File: config.mk
export PLATFORM = sky130hd
export DESIGN_NAME = pbdebounce_multi_flat
export DESIGN_NICKNAME = d
export VERILOG_FILES = /design/src/rtl/pbdebounce_multi_if.sv /design/src/rtl/pbdebounce_multi.sv /design/src/flat_wrapper.sv
export SDC_FILE = /design/constraint.sdc
export NUM_CORES = 1
export LEC_CHECK = 0
export ABC_AREA = 1
export CAP_MARGIN = 20
export CORE_UTILIZATION = 35
export CTS_CLUSTER_DIAMETER = 120
export DETAILED_ROUTE_END_ITERATION = 12
export PLACE_DENSITY = 0.53
export SLEW_MARGIN = 10
export SYNTH_ARGS = -nofsm -noshare
export SYNTH_HDL_FRONTEND = slang
export SYNTH_SLANG_ARGS = --single-unit
File: constraint.sdc
create_clock -name clk -period 1.65 [get_ports clk]
set_input_delay 0.495 -clock clk [delete_from_list [all_inputs] [get_ports clk]]
set_output_delay 0.495 -clock clk [all_outputs]
set_load 0.02 [all_outputs]
File: src/rtl/pbdebounce_multi_if.sv
//------------------------------------------------------------------------------
// pbdebounce_multi_if
//
// Bundle of the push-button conditioner's control and status signals.
//
// Signals:
//   en           sampling enable (low freezes prescaler and channel state)
//   btn_in       raw asynchronous button inputs, one bit per channel
//   level        debounced level per channel
//   rise_pulse   one-clk pulse on accepted 0->1
//   fall_pulse   one-clk pulse on accepted 1->0
//   repeat_pulse one-clk auto-repeat pulse
//
// Modports:
//   master : drives en/btn_in, observes the conditioned outputs
//   slave  : the conditioner itself
//
// Revision: 1.0 - initial release
//------------------------------------------------------------------------------
`default_nettype none

interface pbdebounce_multi_if #(
   parameter int CHANNELS = 4
);
   logic                en;
   logic [CHANNELS-1:0] btn_in;
   logic [CHANNELS-1:0] level;
   logic [CHANNELS-1:0] rise_pulse;
   logic [CHANNELS-1:0] fall_pulse;
   logic [CHANNELS-1:0] repeat_pulse;

   modport master (
      output en, btn_in,
      input  level, rise_pulse, fall_pulse, repeat_pulse
   );

   modport slave (
      input  en, btn_in,
      output level, rise_pulse, fall_pulse, repeat_pulse
   );
endinterface

`default_nettype wire

File: src/rtl/pbdebounce_multi.sv
//------------------------------------------------------------------------------
// pbdebounce_multi
//
// Multi-channel push-button conditioner. Each channel has a 2-flop
// synchroniser, a debouncer that accepts a new level after SAMPLES
// consecutive differing samples taken on a shared prescaler tick, one-clk
// rise/fall pulses and an optional auto-repeat generator.
//
// Optional feature macro: DEBOUNCE_AUTOREPEAT_EN
//   defined   : per-channel auto-repeat FSM drives repeat_pulse
//   undefined : no repeat logic, repeat_pulse tied to 0
//
// Ports:
//   clk   system clock, rising edge
//   rst_n asynchronous active-low reset
//   bus   pbdebounce_multi_if.slave (en, btn_in in; level, rise_pulse,
//         fall_pulse, repeat_pulse out)
//
// Revision: 1.0 - initial release
//------------------------------------------------------------------------------
`default_nettype none

module pbdebounce_multi #(
   parameter int CHANNELS     = 4,
   parameter int TICK_DIV     = 100000,
   parameter int SAMPLES      = 8,
   parameter int RESET_LEVEL  = 0,
   parameter int REPEAT_DELAY = 500,
   parameter int REPEAT_RATE  = 100
) (
   input  wire logic           clk,
   input  wire logic           rst_n,
   pbdebounce_multi_if.slave   bus
);

   localparam int              c_PW         = (TICK_DIV > 1) ? $clog2(TICK_DIV) : 1;
   localparam int              c_CW         = $clog2(SAMPLES + 1);
   localparam logic [c_PW-1:0] c_PRE_LAST   = c_PW'(TICK_DIV - 1);
   localparam logic [c_CW-1:0] c_CNT_LAST   = c_CW'(SAMPLES - 1);
   localparam logic            c_RST_LEVEL  = (RESET_LEVEL != 0);

   if ((CHANNELS < 1) || (CHANNELS > 32) || (TICK_DIV < 1) ||
       (SAMPLES < 2) || (SAMPLES > 255) ||
       (RESET_LEVEL < 0) || (RESET_LEVEL > 1) ||
       (REPEAT_DELAY < 1) || (REPEAT_RATE < 1)) begin : g_bad_param
      $error("pbdebounce_multi: parameter out of range");
   end

`ifdef DEBOUNCE_AUTOREPEAT_EN
   localparam int              c_RMAX       = (REPEAT_DELAY > REPEAT_RATE) ? REPEAT_DELAY : REPEAT_RATE;
   localparam int              c_RW         = $clog2(c_RMAX + 1);
   localparam logic [c_RW-1:0] c_RDLY_LAST  = c_RW'(REPEAT_DELAY - 1);
   localparam logic [c_RW-1:0] c_RRATE_LAST = c_RW'(REPEAT_RATE - 1);

   typedef enum logic [1:0] {
      S_IDLE   = 2'd0,
      S_DELAY  = 2'd1,
      S_REPEAT = 2'd2
   } rep_state_t;
`endif

   // Shared sample-tick prescaler; a TICK_DIV of 1 keeps r_pre at 0 so the
   // tick simply follows en.
   logic [c_PW-1:0]     r_pre;
   logic                w_tick;
   logic [CHANNELS-1:0] w_level;
   logic [CHANNELS-1:0] w_rise;
   logic [CHANNELS-1:0] w_fall;
   logic [CHANNELS-1:0] w_rep;

   always_ff @(posedge clk or negedge rst_n) begin
      if (!rst_n) begin
         r_pre <= '0;
      end else if (bus.en) begin
         r_pre <= (r_pre == c_PRE_LAST) ? '0 : r_pre + 1'b1;
      end
   end

   assign w_tick = bus.en && (r_pre == c_PRE_LAST);

   for (genvar g = 0; g < CHANNELS; g++) begin : g_ch
      logic            r_s1;
      logic            r_s2;
      logic            r_level;
      logic            r_rise;
      logic            r_fall;
      logic [c_CW-1:0] r_cnt;
      logic            w_accept;

      always_ff @(posedge clk or negedge rst_n) begin
         if (!rst_n) begin
            r_s1 <= c_RST_LEVEL;
            r_s2 <= c_RST_LEVEL;
         end else begin
            r_s1 <= bus.btn_in[g];
            r_s2 <= r_s1;
         end
      end

      // The SAMPLES-th consecutive differing sample is the accepting one.
      assign w_accept = w_tick && (r_s2 != r_level) && (r_cnt == c_CNT_LAST);

      always_ff @(posedge clk or negedge rst_n) begin
         if (!rst_n) begin
            r_level <= c_RST_LEVEL;
            r_cnt   <= '0;
            r_rise  <= 1'b0;
            r_fall  <= 1'b0;
         end else begin
            r_rise <= 1'b0;
            r_fall <= 1'b0;
            if (w_tick) begin
               if (r_s2 == r_level) begin
                  r_cnt <= '0;
               end else if (r_cnt == c_CNT_LAST) begin
                  r_level <= r_s2;
                  r_cnt   <= '0;
                  r_rise  <= r_s2;
                  r_fall  <= ~r_s2;
               end else begin
                  r_cnt <= r_cnt + 1'b1;
               end
            end
         end
      end

      assign w_level[g] = r_level;
      assign w_rise[g]  = r_rise;
      assign w_fall[g]  = r_fall;

`ifdef DEBOUNCE_AUTOREPEAT_EN
      rep_state_t      r_state;
      rep_state_t      w_state_nx;
      logic [c_RW-1:0] r_rcnt;
      logic [c_RW-1:0] w_rcnt_nx;
      logic            r_rep;
      logic            w_rep_nx;

      always_ff @(posedge clk or negedge rst_n) begin
         if (!rst_n) begin
            r_state <= S_IDLE;
            r_rcnt  <= '0;
            r_rep   <= 1'b0;
         end else begin
            r_state <= w_state_nx;
            r_rcnt  <= w_rcnt_nx;
            r_rep   <= w_rep_nx;
         end
      end

      // The accepting tick only arms DELAY; counting starts on the next tick,
      // so a rise pulse and a repeat pulse can never share a cycle.
      always_comb begin
         w_state_nx = r_state;
         w_rcnt_nx  = r_rcnt;
         w_rep_nx   = 1'b0;
         if (w_accept && !r_s2) begin
            w_state_nx = S_IDLE;
            w_rcnt_nx  = '0;
         end else begin
            case (r_state)
               S_IDLE: begin
                  if (w_accept && r_s2) begin
                     w_state_nx = S_DELAY;
                     w_rcnt_nx  = '0;
                  end
               end
               S_DELAY: begin
                  if (w_tick) begin
                     if (r_rcnt == c_RDLY_LAST) begin
                        w_rep_nx   = 1'b1;
                        w_rcnt_nx  = '0;
                        w_state_nx = S_REPEAT;
                     end else begin
                        w_rcnt_nx = r_rcnt + 1'b1;
                     end
                  end
               end
               S_REPEAT: begin
                  if (w_tick) begin
                     if (r_rcnt == c_RRATE_LAST) begin
                        w_rep_nx  = 1'b1;
                        w_rcnt_nx = '0;
                     end else begin
                        w_rcnt_nx = r_rcnt + 1'b1;
                     end
                  end
               end
               default: begin
                  w_state_nx = S_IDLE;
                  w_rcnt_nx  = '0;
               end
            endcase
         end
      end

      assign w_rep[g] = r_rep;
`else
      assign w_rep[g] = 1'b0;
`endif
   end

   assign bus.level        = w_level;
   assign bus.rise_pulse   = w_rise;
   assign bus.fall_pulse   = w_fall;
   assign bus.repeat_pulse = w_rep;

endmodule

`default_nettype wire

File: src/flat_wrapper.sv
// flat-port wrapper written by rule: the top's interface ports become plain ports
module pbdebounce_multi_flat 
#(
   parameter int CHANNELS     = 4,
   parameter int TICK_DIV     = 100000,
   parameter int SAMPLES      = 8,
   parameter int RESET_LEVEL  = 0,
   parameter int REPEAT_DELAY = 500,
   parameter int REPEAT_RATE  = 100
)
  (clk, rst_n, bus_en, bus_btn_in, bus_level, bus_rise_pulse, bus_fall_pulse, bus_repeat_pulse);
  pbdebounce_multi_if #(.CHANNELS(CHANNELS)) bus_i ();
  input  wire logic clk;
  input  wire logic rst_n;
  input wire logic [$bits(bus_i.en)-1:0] bus_en;
  input wire logic [$bits(bus_i.btn_in)-1:0] bus_btn_in;
  output wire logic [$bits(bus_i.level)-1:0] bus_level;
  output wire logic [$bits(bus_i.rise_pulse)-1:0] bus_rise_pulse;
  output wire logic [$bits(bus_i.fall_pulse)-1:0] bus_fall_pulse;
  output wire logic [$bits(bus_i.repeat_pulse)-1:0] bus_repeat_pulse;
  assign bus_i.en = bus_en;
  assign bus_i.btn_in = bus_btn_in;
  assign bus_level = bus_i.level;
  assign bus_rise_pulse = bus_i.rise_pulse;
  assign bus_fall_pulse = bus_i.fall_pulse;
  assign bus_repeat_pulse = bus_i.repeat_pulse;
  pbdebounce_multi #(.CHANNELS(CHANNELS), .TICK_DIV(TICK_DIV), .SAMPLES(SAMPLES), .RESET_LEVEL(RESET_LEVEL), .REPEAT_DELAY(REPEAT_DELAY), .REPEAT_RATE(REPEAT_RATE)) u_core (.clk(clk), .rst_n(rst_n), .bus(bus_i));
endmodule
==> results of run 1 <==
-- through the flow --
stage / utilization, % / hold WS [ns] / worst slack (ns)
after global placement: 40.80 / 0.3332 / -0.1956
after floorplan: - / 0.1994 / 0.2828
after global routing: 42.38 / 0.1868 / -0.004056
after CTS: 41.80 / 0.1733 / 0.06519
final: 42.38 / 0.1609 / 0.1179
after detailed placement: 40.80 / 0.3358 / -0.2230
-- worst min-delay path by stage --
stage                                         end  slack, ns
after floorplan           u_core.g_ch[0].r_cnt[0]       0.20
after global placement        u_core.g_ch[0].r_s2       0.33
after detailed placement      u_core.g_ch[2].r_s2       0.34
after CTS                         u_core.r_pre[6]       0.17
after global routing              u_core.r_pre[8]       0.19
final                             u_core.r_pre[4]       0.16
-- registers in the layout, summed over array words and instances (netlist names) --
| register | cells |
|---|---|
| u_core.g_ch.r_rise | 4 |
| u_core.g_ch.r_s1 | 4 |
| u_core.g_ch.r_cnt | 16 |
| u_core.g_ch.r_level | 4 |
| u_core.r_pre | 17 |
| u_core.g_ch.r_fall | 4 |
| u_core.g_ch.r_s2 | 4 |
-- power by group --
part           switching (W)  leakage, nW  total, W  internal [W]
logic               0.000385         1.11  0.000604      0.000218
clock network       0.000453       0.0447  0.000760      0.000307
registers           0.000125        0.661   0.00153       0.00141
-- repair_timing --
| item | in CTS | in global routing |
|---|---|---|
| pin swaps | 0 | 3 |
| hold endpoints to repair | 0 | 0 |
| buffers inserted | 0 | 2 |
| setup endpoints to repair | 12 | 25 |
| gates resized for setup | 12 | 4 |
-- worst register-to-register path, delay by kind of cell, from the launching register on --
kind                       cells  cell delay [ns]
buffers and inverters          1             0.04
adders and majority gates      1             0.17
and+or+nand+nor                6             0.76
DFF                            1             0.42
-- final cells by class --
type                            count  area (µm²)  area share (%)
Clock buffer                        5       68.82           2.069
Clock inverter                      3       25.02          0.7524
Inverter                           61       229.0           6.885
Multi-Input combinational cell    235        1204           36.19
Sequential cell                    53        1326           39.88
Tap cell                          102       127.6           3.837
Timing Repair Buffer               36       345.3           10.38
-- cells in the mapped netlist --
cell type,number,share of area [%]
a21oi_1,4,0.69
a31oi_1,3,0.65
buf_2,4,0.69
buf_4,16,4.2
buf_6,2,0.78
conb_1,1,0.13
dfrtp_1,53,46
ha_1,5,2.2
inv_1,60,7.8
inv_2,1,0.13
mux2i_1,1,0.35
nand2_1,92,12
nand2_2,5,1.1
nand2_4,1,0.39
nand3_1,30,5.2
nand3b_1,2,0.52
nand4_1,16,3.5
nor2_1,42,5.4
nor2_2,3,0.65
nor2_4,2,0.78
nor3_1,3,0.52
nor3_4,1,0.56
o21ai_0,2,0.35
o21ai_2,5,1.5
xor2_1,14,4.2
-- kinds of logic after synthesis --
group	Yosys count	share of synthesized area, %
buffers and inverters	83	13.54
AO/OA/AOI/OAI	14	3.201
adder cells (fa/ha/maj)	5	2.163
XOR/XNOR	14	4.239
AND/OR/NAND/NOR	197	30.54
flip-flops	53	45.85
multiplexers	1	0.3460
other	1	0.1296
-- routing by layer --
metal / part of all wire [%] / routed length [µm]
met1: 52 / 2970
met2: 45 / 2566
met3: 3.0 / 172
met4: 0.76 / 44
met5: 0 / 0
==> summary.txt, run 1 <==
CTS
  – Clock network latency to the later pin of the worst-skew pair: 0.30 ns
  – CTS tree: built
  – Number of hold-repair buffers added at the cts stage: 0
  – TritonCTS Buffers: 5
  – Clock sink count: 53
  – CTS clock-pin slew for the worst setup and hold paths: 0.10 ns
  – Max Buffers Root-to-Sink: 2
  – Cell at the root of the clock tree: clkbuf_8
  – H-tree Lvls: 2

Cells and area
  – Ratio of cells with drive above 1 in the final layout: 12.21%
  – Net count reported at finish: 404
  – Commonest cells after routing, fill and taps aside: 92 x nand2_1, 60 x inv_1, 53 x dfrtp_1, 40 x nor2_1, 30 x nand3_1
  – Finished Cell Area: 3326 µm²
  – Inserted Diodes: 0
  – # fillers: 825
  – Number of standard cells in the final layout excluding fillers: 495
  – Layout-stage area growth over the synthesis result: 14.97%
  – Most common cell after layout, fill and taps aside: nand2_1

Worst setup path
  – Crit path capture: bus_level[2]
  – Worst setup slack for register-to-register paths: 0.16 ns
  – Cells along the critical path: dlygate4sd2_1
  – Crit path max fanout: 3
  – Worst path buffer plus inverter count: 1
  – Max stage delay on crit path: 0.41 ns
  – Origin of the worst setup path: u_core.g_ch[2].r_level
  – Endpoint of the worst register-to-register path: u_core.g_ch[2].r_cnt[2]
  – Worst R2R Path Depth: 8
  – Startpoint of the lowest-slack register-to-register path: u_core.r_pre[1]
  – Startpoint-to-endpoint class of the critical path: flip-flop to output pin
  – Standard cell with the maximum stage delay on the critical path: dfrtp_1
  – Worst EP arrival: 1.04 ns
  – Type of origin of the critical path: flip-flop
  – Endpoint kind of the worst setup timing path: output pin
  – Cell family contributing the most delay on the critical path: flip-flops
  – CP required: 1.15 ns
  – Total number of cells along the worst setup path: 1

Global route
  – Number of antenna violations at the first check in global routing: 0
  – Most used routing layer in global routing: met2
  – Total congestion overflow after global routing: 0
  – Met3 layer usage reported by global route: 2.545%
  – All-Layer GR Usage: 14.79%
  – Met2 Resource Use GR: 22.86%
  – GR Util met1: 21.30%
  – Pin count of the biggest net entering global routing: 54
  – First-pass GRT wire length: 10040 µm
  – Vias in the first global route: 2145

Route
  – Via count: 2250
  – Final routed DRC violation total: 0
  – Drt wl/cell: 11.62 µm
  – First-pass iteration count of the detailed router: 4
  – Initial DRC Count: 117
  – Routed wire length: 5754 µm
  – Avg Vias per Cell: 4.545
  – Number of nets with antenna violations after detailed routing: 0

Place
  – Area after DPL: 3202 µm²
  – Number of cells in the design after placement: 485
  – # port buffers: 18
  – DP HPWL: 4325 µm
  – Global placement routability congestion: 0.8295

Logic synthesis
  – Synth warn: 0
  – Mean cell area of the mapped netlist: 7.861 µm²
  – Distinct cell type count after synthesis: 25
  – Sequential cell area fraction in the yosys report: 45.85%
  – Gate Count Post-Synth: 368
  – Number of synthesized register bits: 53
  – Post-synth design cell area: 2893 µm²

Floorplanning
  – Standard-cell row count: 32
  – Std-Cell Core Area: 7848 µm²
  – I/O pin total: 23
  – Overall die width: 92.91 µm
  – Area of the die: 8632 µm²
  – Initial Utilization: 36.86%
  – Chip height: 92.91 µm

Timing
  – Clock Skews: 0.007586 ns
  – Endpoints failing hold: 0
  – Number of setup violations in the final report: 0
  – Fraction of the cycle the final worst path needs: 92.86%
  – Crit path time final: 1.532 ns
  – Maximum clock frequency: 0.6527 GHz
  – Fin. max-slew vios: 0
  – Summed negative setup slack over all endpoints: 0 ns

Flow run
  – Max Cap Viol: 0

Min path
  – Min-delay worst type: input port to asynchronous set/reset pin

Power and ir drop
  – Total chip power: 0.002895 W
  – Power density over the cells: 870.4 nW/µm²
  – Leakage power figure: 1.821 nW
  – VDD IR max: 0.4077 mV

Status
  – Outcome: completed
(Power assumes the default switching activity.)
==> inputs of run 2 (changes only) <==
--- a/config.mk
+++ b/config.mk
@@ -5,7 +5,6 @@
 export SDC_FILE = /design/constraint.sdc
 export NUM_CORES = 1
 export LEC_CHECK = 0
-export ABC_AREA = 1
 export CAP_MARGIN = 20
 export CORE_UTILIZATION = 35
 export CTS_CLUSTER_DIAMETER = 120
==> run 2 against run 1 <==
Compared with the run above: the run now ends with negative setup slack left; final area is 1.5% lower; routed wire length is 16% lower; combinational power is 19% lower; hold slack better by 0.0044 ns; clock power is 16% higher; via count is 18% lower; synthesized area is 11% lower; total power is 2.0% lower; critical path depth is 5 higher; final cell count is 24% lower; critical path type is now flip-flop to flip-flop; largest cell class unchanged; highest routed layer unchanged.
==> summary.txt, run 2 <==
Timing
  – Fin. max-slew vios: 0
  – Fraction of the cycle the final worst path needs: 103.6%
  – Number of setup violations in the final report: 16
  – Maximum clock frequency: 0.5851 GHz
  – Unrepaired setup endpoints after global routing: true
  – Endpoints failing hold: 0
  – Clock Skews: 0.005332 ns
  – Summed negative setup slack over all endpoints: -0.5700 ns
  – Slack of the critical path: -0.05920 ns
  – Crit path time final: 1.709 ns

Cells and area
  – Commonest cells after routing, fill and taps aside: 53 x dfrtp_1, 34 x buf_4, 16 x nand2_1, 16 x nor2_1, 14 x xnor2_1
  – Net count reported at finish: 292
  – Total area of multi-input combinational cells: 1206 µm²
  – Top Registers: u_core.r_pre (17), u_core.g_ch.r_cnt (16)
  – Most common cell after layout, fill and taps aside: dfrtp_1
  – Inserted Diodes: 0
  – # fillers: 672
  – Layout-stage area growth over the synthesis result: 27.10%
  – Top reg by flops: u_core.r_pre
  – Number of flip-flops under the largest register name: 17
  – Finished Cell Area: 3274 µm²
  – Ratio of cells with drive above 1 in the final layout: 30.96%
  – Footprint of the flip-flops and latches: 1326 µm²

Global route
  – Number of antenna violations at the first check in global routing: 0
  – Vias in the first global route: 1717
  – All-Layer GR Usage: 14.22%
  – Pin count of the biggest net entering global routing: 54
  – Total congestion overflow after global routing: 0
  – First-pass GRT wire length: 8369 µm

Place
  – Area after DPL: 3040 µm²
  – Global placement routability congestion: 0.7750
  – DP HPWL: 3263 µm
  – # port buffers: 18

Worst setup path
  – Worst R2R Path Depth: 6
  – Startpoint of the lowest-slack register-to-register path: u_core.r_pre[0]
  – Endpoint of the worst register-to-register path: u_core.g_ch[3].r_cnt[0]
  – Worst EP arrival: 1.90 ns
  – Startpoint-to-endpoint class of the critical path: flip-flop to flip-flop
  – Type of origin of the critical path: flip-flop
  – Max stage delay on crit path: 0.38 ns
  – Crit path max fanout: 5
  – CP required: 1.85 ns
  – Standard cell with the maximum stage delay on the critical path: dfrtp_1
  – Worst setup slack for register-to-register paths: -0.06 ns
  – Origin of the worst setup path: u_core.r_pre[0]
  – Cells along the critical path: ha_2 > and4_4 > buf_4 > nand4_4 > nor2_4 > mux2_2
  – Endpoint kind of the worst setup timing path: flip-flop

Flow run
  – Max Cap Viol: 0

Logic synthesis
  – Gate Count Post-Synth: 235
  – Most used standard cell by instance count after synthesis: dfrtp_1
  – Most numerous cell types in the synthesized netlist: 53 x dfrtp_1, 17 x nor2_1, 16 x buf_4, 16 x nand2_1, 14 x xnor2_1
  – Number of synthesized register bits: 53
  – Synth warn: 0
  – EDFF count, synth: 0
  – Post-synth design cell area: 2576 µm²
  – Most used DFF post-synth: dfrtp_1
  – Distinct cell type count after synthesis: 37
  – Top post-synthesis cells by area: dfrtp_1 51%, xnor2_1 4.8%, buf_4 4.7%
  – Async S/R FF share, synth: 100.0%
  – Post-synthesis cell type with the largest combined area: dfrtp_1
  – Area fraction of the dominant cell type after synthesis: 51.48%
  – Mean cell area of the mapped netlist: 10.96 µm²
  – Sequential cell area fraction in the yosys report: 51.48%

CTS
  – H-tree Lvls: 2
  – Clock network latency to the later pin of the worst-skew pair: 0.31 ns
  – Max Buffers Root-to-Sink: 2
  – Clock sink count: 53
  – Cell at the root of the clock tree: clkbuf_8
  – CTS tree: built
  – TritonCTS Buffers: 5
  – CTS clock-pin slew for the worst setup and hold paths: 0.10 ns

Status
  – Violated checks: negative setup slack
  – Outcome: finished, violations left

Power and ir drop
  – Fraction of power consumed by sequential logic: 51.6%
  – Leakage power figure: 1.504 nW
  – Power share of the clock group: 31.1%
  – Relative contribution of combinational cells to total power: 17.4%
  – Total chip power: 0.002836 W
  – Power density over the cells: 866.1 nW/µm²
  – Switching power summed over all nets: 0.0008002 W
  – Internal power consumption: 0.002036 W
  – VDD IR max: 0.4719 mV
  – Switching fraction of total power: 28.22%

Min path
  – Min-delay worst type: input port to asynchronous set/reset pin

Route
  – Via count: 1834
  – Routed wire length: 4835 µm
  – Drt wl/cell: 12.82 µm
  – Final routed DRC violation total: 0
  – First-pass iteration count of the detailed router: 4
  – Initial DRC Count: 88
  – Number of nets with antenna violations after detailed routing: 0
  – Avg Vias per Cell: 4.865

Floorplanning
  – Standard-cell row count: 30
  – Chip height: 87.80 µm
  – Initial Utilization: 37.10%
  – I/O pin total: 23
  – Area of the die: 7708 µm²
  – Overall die width: 87.80 µm
  – Std-Cell Core Area: 6944 µm²
## run 2: cell count changes after synthesis, sizes merged, moves of 10 or more
cell   delta
inv      -53
o31ai    +10
xor2     -12
nor2     -28
xnor2    +14
nand3    -22
nand2    -81
## run 2: timing repair
item / 4_1_cts / 5_1_grt
buffers inserted: 1 / 1
pin swaps: 1 / 3
hold buffers: 0 / 0
setup endpoints to repair: 34 / 39
gates resized for setup: 17 / 24
## run 2: per-stage QoR
stage | std cells | hold WS [ns] | worst slack, ns | util [%]
after floorplan | 238 | 0.1994 | 0.005168 | -
after global placement | 367 | 0.3329 | -0.3913 | 43.78
after detailed placement | 367 | 0.3358 | -0.4153 | 43.78
after CTS | 376 | 0.1736 | -0.09947 | 45.53
after global routing | 377 | 0.1804 | -0.1658 | 47.15
final | 377 | 0.1653 | -0.05920 | 47.15
## run 2: final cells by class
class	instances	share of cell area, %
Tap cell	96	3.668
Sequential cell	53	40.50
Clock inverter	2	1.185
Inverter	8	0.9171
Clock buffer	6	2.216
Multi-Input combinational cell	156	36.84
Timing Repair Buffer	56	14.67
## run 2: how the worst max path moves through the flow
stage / endpoint / slack, ns / depth (start not counted)
6_report: u_core.g_ch[3].r_cnt[0] / -0.06 / 6
4_1_cts: u_core.g_ch[3].r_level / -0.1 / 5
5_1_grt: u_core.g_ch[2].r_cnt[2] / -0.17 / 7
2_1_floorplan: u_core.g_ch[0].r_cnt[2] / 0.005 / 6
3_5_place_dp: u_core.r_pre[15] / -0.42 / 5
3_3_place_gp: u_core.r_pre[15] / -0.39 / 5
## run 2: cell families (layout without fill, tap and decap cells)
family / after synthesis / after routing / share of synthesized area, %
mux: 8 / 8 / 3.497
buf+inv: 29 / 72 / 7.237
flops: 53 / 53 / 51.48
fa+ha+maj: 5 / 5 / 2.428
compound gates: 35 / 35 / 9.859
simple gates: 88 / 88 / 19.91
xor+xnor: 16 / 16 / 5.440
other cells: 1 / 4 / 0.1456
## run 2: power by group through the flow
stage / Sequential (W) / Clock [W] / Combinational, W
2_1_floorplan: 0.00148 / 0 / 0.000250
3_3_place_gp: 0.00148 / 0 / 0.000468
3_5_place_dp: 0.00148 / 0 / 0.000465
4_1_cts: 0.00145 / 0.000917 / 0.000475
5_1_grt: 0.00148 / 0.000979 / 0.000559
6_report: 0.00146 / 0.000881 / 0.000492
## run 2: per-layer routing
layer / vias to the layer above / routed length [µm] / global-route usage [%]
met2: 30 / 2232 / 21.21
met5: - / 0 / 0
met1: 892 / 2410 / 20.58
met3: 2 / 159 / 3.110
li1: 910 / - / -
met4: 0 / 32 / 4.471
## run 2: critical path, delay by kind of cell, from the launching register on
| family | cells | cell delay, ns |
|---|---|---|
| adders and majority gates | 1 | 0.20 |
| buffers and inverters | 1 | 0.11 |
| DFF | 1 | 0.38 |
| muxes | 1 | 0.35 |
| and+or+nand+nor | 3 | 0.55 |
==> inputs of run 3 (changes only) <==
--- a/config.mk
+++ b/config.mk
@@ -6,6 +6,7 @@
 export NUM_CORES = 1
 export LEC_CHECK = 0
 export CAP_MARGIN = 20
+export CORE_MARGIN = 2
 export CORE_UTILIZATION = 35
 export CTS_CLUSTER_DIAMETER = 120
 export DETAILED_ROUTE_END_ITERATION = 12
==> run 3 against run 2 <==
Compared with the run above: largest cell class unchanged; via count decreased by 0.55%; first-iteration DRC count increased by 5.7%; critical endpoint is now u_core.g_ch[3].r_cnt[3]; critical path type unchanged; die area increased by 4.6%; fmax decreased by 2.0%; clock-buffer cell count decreased by 1; the run still ends with negative setup slack left; global-route usage decreased by 1.6 points; routed wire length increased by 0.50%; clock power increased by 1%; largest power group unchanged.
==> summary.txt, run 3 (synthesized netlist as in run 2, its figures left out) <==
Timing
  – Maximum clock frequency: 0.5734 GHz
  – Summed negative setup slack over all endpoints: -0.7565 ns
  – Fraction of the cycle the final worst path needs: 105.7%
  – Unrepaired setup endpoints after global routing: true
  – Crit path time final: 1.744 ns
  – Clock Skews: 0.01035 ns
  – Endpoints failing hold: 0
  – Slack of the critical path: -0.09385 ns
  – Number of setup violations in the final report: 15
  – Fin. max-slew vios: 0

Route
  – Drt wl/cell: 12.75 µm
  – Initial DRC Count: 93
  – Avg Vias per Cell: 4.787
  – Routed wire length: 4859 µm
  – Final routed DRC violation total: 0
  – First-pass iteration count of the detailed router: 4
  – Via count: 1824
  – Number of nets with antenna violations after detailed routing: 0

Floorplanning
  – Std-Cell Core Area: 7176 µm²
  – Initial Utilization: 35.90%
  – I/O pin total: 23
  – Standard-cell row count: 31
  – Area of the die: 8063 µm²
  – Chip height: 89.80 µm
  – Overall die width: 89.80 µm

Place
  – # port buffers: 18
  – DP HPWL: 3357 µm
  – Global placement routability congestion: 0.7808

Global route
  – Pin count of the biggest net entering global routing: 54
  – Number of antenna violations at the first check in global routing: 0
  – All-Layer GR Usage: 12.63%
  – First-pass GRT wire length: 8259 µm
  – Vias in the first global route: 1743
  – Total congestion overflow after global routing: 0

Power and ir drop
  – Leakage power figure: 1.494 nW
  – Power density over the cells: 876.8 nW/µm²
  – VDD IR max: 0.6401 mV
  – Total chip power: 0.002886 W

Status
  – Violated checks: negative setup slack
  – Outcome: finished, violations left

CTS
  – Max Buffers Root-to-Sink: 2
  – CTS tree: built
  – Clock sink count: 53
  – Cell at the root of the clock tree: clkbuf_8
  – CTS clock-pin slew for the worst setup and hold paths: 0.10 ns
  – H-tree Lvls: 2
  – TritonCTS Buffers: 5
  – Clock network latency to the later pin of the worst-skew pair: 0.31 ns
  – Number of hold-repair buffers added at the cts stage: 0

Cells and area
  – # fillers: 678
  – Net count reported at finish: 293
  – Ratio of cells with drive above 1 in the final layout: 28.37%
  – Inserted Diodes: 0
  – Top reg by flops: u_core.r_pre
  – Commonest cells after routing, fill and taps aside: 53 x dfrtp_1, 32 x buf_4, 16 x nand2_1, 16 x nor2_1, 14 x xnor2_1
  – Number of flip-flops under the largest register name: 17
  – Most common cell after layout, fill and taps aside: dfrtp_1
  – Top Registers: u_core.r_pre (17), u_core.g_ch.r_cnt (16)
  – Layout-stage area growth over the synthesis result: 27.78%

Worst setup path
  – Startpoint-to-endpoint class of the critical path: flip-flop to flip-flop
  – Worst R2R Path Depth: 6
  – Startpoint of the lowest-slack register-to-register path: u_core.r_pre[11]
  – Cells along the critical path: nor4b_4 > buf_4 > nand4_4 > buf_6 > o31ai_1 > o31ai_1
  – Worst path buffer plus inverter count: 2
  – Endpoint kind of the worst setup timing path: flip-flop
  – CP required: 1.84 ns
  – Max stage delay on crit path: 0.42 ns
  – Type of origin of the critical path: flip-flop
  – Top cell by count, worst path: o31ai_1
  – Crit path max fanout: 12
  – Worst EP arrival: 1.93 ns
  – Endpoint of the worst register-to-register path: u_core.g_ch[3].r_cnt[3]
  – Worst setup slack for register-to-register paths: -0.09 ns
  – Standard cell with the maximum stage delay on the critical path: dfrtp_1
  – Cell family contributing the most delay on the critical path: simple AND/OR/NAND/NOR gates

Min path
  – Min-delay worst type: input port to asynchronous set/reset pin

Flow run
  – Max Cap Viol: 0
run 3: cell types whose count changed in the layout (fill, tap and decap cells not counted), moves of 2 or more:
cell | before | now
o41ai_2 | 4 | 2
buf_4 | 34 | 32
nand3_4 | 0 | 4
nor3b_1 | 3 | 7
nor3b_2 | 5 | 1
o21ai_1 | 3 | 1
o41ai_1 | 0 | 2
nand3_2 | 4 | 0
buf_6 | 2 | 5
o21ai_0 | 9 | 11
o31ai_2 | 6 | 3
o31ai_1 | 4 | 7
run 3: cell type report:
type	instances	area, µm²	area share [%]
Clock buffer	5	68.82	2.090
Tap cell	99	123.9	3.763
Timing Repair Buffer	57	496.7	15.09
Multi-Input combinational cell	156	1202	36.53
Clock inverter	3	43.79	1.330
Sequential cell	53	1326	40.29
Inverter	8	30.03	0.9122
run 3: worst reg2reg max path: stages (launching register included):
cell and delay (ns):
dfrtp_1 0.42, nor4b_4 0.30, buf_4 0.16, nand4_4 0.16, buf_6 0.20, o31ai_1 0.27, o31ai_1 0.11
run 3: per-stage QoR:
step | utilization [%] | worst slack [ns] | cell area, µm² | hold slack [ns] | std cells
final | 45.88 | -0.09385 | 3292 | 0.1697 | 381
after global routing | 45.88 | -0.1985 | 3292 | 0.1899 | 381
after CTS | 44.38 | -0.1278 | 3184 | 0.1768 | 378
after detailed placement | 41.94 | -0.3918 | 3009 | 0.3355 | 367
after global placement | 41.94 | -0.3964 | 3009 | 0.3340 | 367
after floorplan | - | 0.005168 | 2609 | 0.1994 | 238
run 3: where the power goes:
part / leakage (nW) / internal, W / total [W] / switching (W)
combinational: 0.733 / 0.000250 / 0.000544 / 0.000295
sequential: 0.702 / 0.00137 / 0.00145 / 0.0000783
clock: 0.0585 / 0.000455 / 0.000893 / 0.000438
total: 1.49 / 0.00208 / 0.00289 / 0.000810
run 3: repair_timing:
action                                  CTS  global route
pin swaps                                 4             8
buffers inserted                          3             4
resized for setup                        24            13
endpoints found under the setup margin   36            32
run 3: worst max-delay path by stage:
stage | start | end | slack [ns] | cells after the start
after floorplan | u_core.r_pre[5] | u_core.g_ch[0].r_cnt[2] | 0.005 | 6
after global placement | bus_en | u_core.r_pre[15] | -0.40 | 5
after detailed placement | bus_en | u_core.r_pre[15] | -0.39 | 5
after CTS | u_core.r_pre[5] | u_core.g_ch[1].r_cnt[3] | -0.13 | 6
after global routing | u_core.r_pre[11] | u_core.g_ch[1].r_cnt[3] | -0.20 | 6
final | u_core.r_pre[11] | u_core.g_ch[3].r_cnt[3] | -0.09 | 6
run 3: routing by layer:
layer  part of all wire, %  wire [µm]  up-vias  global-route usage [%]
li1                      -          -      908                       -
met1                    50       2415      888                   17.27
met2                    46       2242       24                   20.14
met3                   2.8        137        4                   2.598
met4                   1.3         63        0                   4.231
met5                     0          0        -                       0
